[src/rtl/fetch_sequencer_if.sv]
// Instruction-memory fetch port: request/address out, ready/data back in the same cycle.
// Master is the fetch sequencer; slave is the memory side.
interface fetch_sequencer_if;
    logic        mem_req;
    logic [31:0] mem_addr;
    logic        mem_ready;
    logic [31:0] mem_rdata;

    modport master (
        output mem_req,
        output mem_addr,
        input  mem_ready,
        input  mem_rdata
    );

    modport slave (
        input  mem_req,
        input  mem_addr,
        output mem_ready,
        output mem_rdata
    );
endinterface

[src/rtl/fetch_sequencer.sv]
// Fetch PC sequencer feeding the IF/ID output register; 1-cycle request->if_valid latency, 1 instr/cycle at zero wait.
// Backpressure: freeze holds a full output register and suppresses new requests; a raised request is held until mem_ready.
module fetch_sequencer #(
    parameter logic [31:0] RESET_PC    = 32'h0000_0000,
    parameter int unsigned TIMEOUT_CYC = 255
) (
    input  logic                     clk,
    input  logic                     rst,
    input  logic                     freeze,
    input  logic                     branch_taken,
    input  logic [31:0]              branch_addr,
    fetch_sequencer_if.master        mem,
    output logic                     if_valid,
    output logic [31:0]              if_pc,
    output logic [31:0]              if_instr,
    output logic                     fetch_err
);

    typedef enum logic [1:0] {S_IDLE, S_REQ, S_DROP} state_t;

    localparam logic [7:0] C_TMO = 8'(TIMEOUT_CYC);

    state_t      r_state;
    logic [31:0] r_pc;
    logic [31:0] r_drop_pc;
    logic        r_pend;
    logic [7:0]  r_wait_cnt;
    logic        r_if_valid;
    logic [31:0] r_if_pc;
    logic [31:0] r_if_instr;
    logic        r_fetch_err;

    logic        w_free;
    logic        w_req;
    logic        w_rsp;
    logic [31:0] w_target;

    // A held (frozen) word blocks new requests, but a request already on the bus stays up.
    assign w_free   = !r_if_valid || !freeze;
    assign w_req    = ((r_state == S_REQ) && (w_free || r_pend)) || (r_state == S_DROP);
    assign w_rsp    = w_req && mem.mem_ready;
    assign w_target = branch_addr & 32'hFFFF_FFFC;

    assign mem.mem_req  = w_req;
    assign mem.mem_addr = (r_state == S_DROP) ? r_drop_pc : r_pc;

    assign if_valid  = r_if_valid;
    assign if_pc     = r_if_pc;
    assign if_instr  = r_if_instr;
    assign fetch_err = r_fetch_err;

    always_ff @(posedge clk or negedge rst) begin
        if (!rst) begin
            r_state     <= S_IDLE;
            r_pc        <= RESET_PC;
            r_drop_pc   <= '0;
            r_pend      <= 1'b0;
            r_wait_cnt  <= '0;
            r_if_valid  <= 1'b0;
            r_if_pc     <= '0;
            r_if_instr  <= '0;
            r_fetch_err <= 1'b0;
        end else begin
            if (w_rsp) begin
                r_wait_cnt <= '0;
            end else if (w_req) begin
                if (r_wait_cnt != C_TMO) begin
                    r_wait_cnt <= r_wait_cnt + 8'd1;
                end
                if (r_wait_cnt >= C_TMO - 8'd1) begin
                    r_fetch_err <= 1'b1;
                end
            end

            r_pend <= (r_state == S_REQ) && w_req && !mem.mem_ready && !branch_taken;

            if (branch_taken) begin
                r_pc <= w_target;
            end else if ((r_state == S_REQ) && w_rsp) begin
                r_pc <= r_pc + 32'd4;
            end

            // A redirect with a request still in flight must wait out the old response at the old address.
            case (r_state)
                S_IDLE: r_state <= S_REQ;
                S_REQ: begin
                    if (branch_taken && w_req && !mem.mem_ready) begin
                        r_state   <= S_DROP;
                        r_drop_pc <= r_pc;
                    end
                end
                S_DROP: begin
                    if (mem.mem_ready) begin
                        r_state <= S_REQ;
                    end
                end
                default: r_state <= S_IDLE;
            endcase

            if (branch_taken) begin
                r_if_valid <= 1'b0;
            end else if ((r_state == S_REQ) && w_rsp) begin
                r_if_valid <= 1'b1;
                r_if_pc    <= r_pc;
                r_if_instr <= mem.mem_rdata;
            end else if (!freeze) begin
                r_if_valid <= 1'b0;
            end
        end
    end

endmodule

[src/flat_wrapper.sv]
// flat-port wrapper written by rule: the top's interface ports become plain ports
module fetch_sequencer_flat 
#(
    parameter logic [31:0] RESET_PC    = 32'h0000_0000,
    parameter int unsigned TIMEOUT_CYC = 255
)
  (clk, rst, freeze, branch_taken, branch_addr, if_valid, if_pc, if_instr, fetch_err, mem_mem_req, mem_mem_addr, mem_mem_ready, mem_mem_rdata);
  fetch_sequencer_if mem_i ();
  input  logic clk;
  input  logic rst;
  input  logic freeze;
  input  logic branch_taken;
  input  logic [31:0] branch_addr;
  output logic if_valid;
  output logic [31:0] if_pc;
  output logic [31:0] if_instr;
  output logic fetch_err;
  output wire logic [$bits(mem_i.mem_req)-1:0] mem_mem_req;
  output wire logic [$bits(mem_i.mem_addr)-1:0] mem_mem_addr;
  input wire logic [$bits(mem_i.mem_ready)-1:0] mem_mem_ready;
  input wire logic [$bits(mem_i.mem_rdata)-1:0] mem_mem_rdata;
  assign mem_mem_req = mem_i.mem_req;
  assign mem_mem_addr = mem_i.mem_addr;
  assign mem_i.mem_ready = mem_mem_ready;
  assign mem_i.mem_rdata = mem_mem_rdata;
  fetch_sequencer #(.RESET_PC(RESET_PC), .TIMEOUT_CYC(TIMEOUT_CYC)) u_core (.clk(clk), .rst(rst), .freeze(freeze), .branch_taken(branch_taken), .branch_addr(branch_addr), .mem(mem_i), .if_valid(if_valid), .if_pc(if_pc), .if_instr(if_instr), .fetch_err(fetch_err));
endmodule
[config.mk]
export PLATFORM = sky130hd
export DESIGN_NAME = fetch_sequencer_flat
export DESIGN_NICKNAME = d
export VERILOG_FILES = /design/src/rtl/fetch_sequencer_if.sv /design/src/rtl/fetch_sequencer.sv /design/src/flat_wrapper.sv
export SDC_FILE = /design/constraint.sdc
export NUM_CORES = 1
export LEC_CHECK = 0
export CORE_MARGIN = 2
export CORE_UTILIZATION = 53
export DETAILED_ROUTE_END_ITERATION = 10
export PLACE_DENSITY_LB_ADDON = 0.15
export SYNTH_ARGS = -nofsm -noshare
export SYNTH_HDL_FRONTEND = slang
export SYNTH_SLANG_ARGS = --single-unit
[constraint.sdc]
create_clock -name clk -period 4.4 [get_ports clk]
set_clock_uncertainty 0.05 [all_clocks]
set_input_delay 1.32 -clock clk [delete_from_list [all_inputs] [get_ports clk]]
set_output_delay 1.32 -clock clk [all_outputs]
set_load 0.03 [all_outputs]
==> flow_summary.json <==
{
  "status": "finished clean",
  "synthAdderAreaFrac_pct": 0.578,
  "grt_pass1_vias": 5245,
  "stdcell_count": 874,
  "worstPathRequired_ps": 3030,
  "hold_class": "reg2reg",
  "std_cell_rows": 40,
  "synthMuxAreaShare_pct": 21.3,
  "clkTransAtPathRegs_ps": 50,
  "synth_top_family_by_area": "multiplexers",
  "synth_most_common_cell": "dfrtp_1",
  "die_x_um": 115,
  "layout.nets": 787,
  "fin_crit_sh_pct": 95.1,
  "setup_viol": 0,
  "fillers": 865,
  "rsz0062_at_grt": "false",
  "synth-compound-area-share_pct": 7.97,
  "max_stage_delay_ps": 590,
  "antenna_found_initial": 0,
  "timing.final.crit_period_ps": 4180,
  "grt_overflow": 0,
  "slowest_stage": "clkdlybuf4s50_1",
  "design_area_um2": 8790,
  "drc_errors": 0,
  "synth-seq-cells": 135,
  "ioPinCount": 168,
  "htree_levels": 4,
  "die_h_um": 115,
  "slew_viol_final": 0,
  "cts_tree": "done",
  "synth_edf_count": 0,
  "cts_hold_buffers": 0,
  "avgRoutedWirePerCell_um": 18.4,
  "synth_area_leader_cell": "dfrtp_1",
  "crit_type": "in2out",
  "place_area_um2": 8240,
  "cts_root_buf": "clkbuf_16",
  "placed_cells": 843,
  "syn_inst": 557,
  "port_buffers": 161,
  "netlist.area_leader.share_pct": 52.0,
  "grt_usage_pct": 25.7,
  "die_area_um2": 13200,
  "synth-seq-area-share_pct": 52.0,
  "async_flop_share_pct": 100,
  "grt_pass1_wl_um": 26400,
  "clock.fmax_mhz": 239,
  "setup_tns_ps": 0,
  "start_util_pct": 54.1,
  "cts_setup_buffers": 0,
  "synth-simple-area-share_pct": 13.8,
  "pwr_density_cell_nw_per_um2": 643,
  "core_um2": 12000,
  "syn2layout_area_growth_pct": 35.2,
  "grt_max_degree": 122,
  "drt_first_pass_iters": 5,
  "crit_top_cell": "clkdlybuf4s50_1",
  "insertion_delay_ps": 420,
  "drive_above_1_share_pct": 23.1,
  "path_cells": "clkdlybuf4s50_1, nand3b_1, a21boi_2, clkinv_1, clkdlybuf4s50_1",
  "critical-path-top-delay-family": "buffers and inverters",
  "synth_area_leaders": "dfrtp_1, mux2_2, nand3_1, nand2_1, nand4_1",
  "n_antenna_cell": 0,
  "clockBufferDepth": 2,
  "syn_area_um2": 6500,
  "tightest_slew_ps": 1110,
  "vias": 5159,
  "ys.flop_type": "dfrtp_1",
  "maxCapViolations": 0,
  "end_kind": "output port",
  "ys_warn_count": 0,
  "synth.distinct_cells": 52,
  "hold-worst-slack_ps": 419,
  "synth-xor-area-share_pct": 0.943,
  "total_power_mw": 5.65,
  "avgViaCountPerCell": 5.90,
  "wl_um": 16100,
  "peakVddDrop_mv": 0.482,
  "place_hpwl_um": 10900,
  "cts_buffers": 17,
  "gp_congestion": 0.827,
  "avgSynthCellArea_um2": 11.7,
  "postRouteAntennaNets": 0,
  "postCtsResizedCells": 0,
  "critical_path_arrival_ps": 2810,
  "synth_commonest_cells": "dfrtp_1, mux2_2, nand2_1",
  "relSlewSlack_pct": 26.1,
  "drt_iter0_markers": 349,
  "leakagePower_nw": 3.51,
  "cts_sinks": 135,
  "start_kind": "input port",
  "critPathBufInv": 3,
  "critPathMaxFanout": 3,
  "hold_viol": 0
}
per-layer routing:
| metal | wire length (um) | track usage (%) | part of all wire [%] |
|---|---|---|---|
| met1 | 6710 | 33.4 | 42 |
| met3 | 1170 | 6.80 | 7.3 |
| met5 | 0 | 0 | 0 |
| met4 | 243 | 9.00 | 1.5 |
| met2 | 7950 | 42.1 | 49 |
registers in the layout, summed over array words and instances (netlist names):
name and count:
u_core.r_wait_cnt 8, u_core.r_pc 30, u_core.if_pc 30, u_core.if_instr 32, u_core.r_state 2, u_core.r_pend 1
u_core.r_drop_pc 30, u_core.if_valid 1, u_core.fetch_err 1
report_power, final:
group	switching [mW]	total (mW)	internal, mW
clock	0.485	1.32	0.832
combinational	1.21	2.32	1.10
sequential	0.302	2.02	1.71
through the flow:
step	setup slack (ps)	util, %
final	215	73.1
after detailed placement	205	68.6
after floorplan	828	-
after global routing	120	73.1
after global placement	230	68.6
after CTS	203	73.1
cell type report:
class / instances / area (um^2) / share of cell area, %
tap: 147 / 184 / 2.09
multi-input combinational: 376 / 2920 / 33.3
sequential: 135 / 3380 / 38.5
clock inverter: 3 / 40.0 / 0.456
clock buffer: 28 / 507 / 5.77
inverter: 12 / 45.0 / 0.513
timing repair buffer: 173 / 1710 / 19.5
cell families (layout without fill, tap and decap cells):
family	Yosys count	in the layout
DFF	135	135
muxes	123	123
other	1	4
and+or+nand+nor	164	164
xor gates and xnor gates	7	7
buffers and inverters	49	216
adders and majority gates	3	3
AOI/OAI and AO/OA	75	75
cells in the final DEF, fill, tap and decap left out, types with 11 or more instances in the layout:
cell type	n
dfrtp_1	135
clkdlybuf4s50_1	159
nor3_1	13
nor2_1	19
mux2_2	120
o21ai_0	20
o31ai_1	13
nand4_1	18
nand2_1	33
nand3_1	28
buf_4	11
clkbuf_16	17
path summary, 6_finish.rpt:
path	startpoint	endpoint	slack, ps	cells past startpoint
worst min register to register	u_core.fetch_err$_DFFE_PN0P_	u_core.fetch_err$_DFFE_PN0P_	420	1
worst max-delay path	freeze	mem_mem_req	220	5
worst min-delay path	u_core.fetch_err$_DFFE_PN0P_	u_core.fetch_err$_DFFE_PN0P_	420	1
min in group asynchronous	rst	u_core.if_instr[29]$_DFFE_PN0P_	1000	1
worst max register to register	u_core.r_state[0]$_DFFE_PN0P_	u_core.r_state[0]$_DFFE_PN0P_	1990	5
max in group asynchronous	rst	u_core.r_drop_pc[30]$_DFFE_PN0P_	2410	2
(Power assumes the default switching activity.)
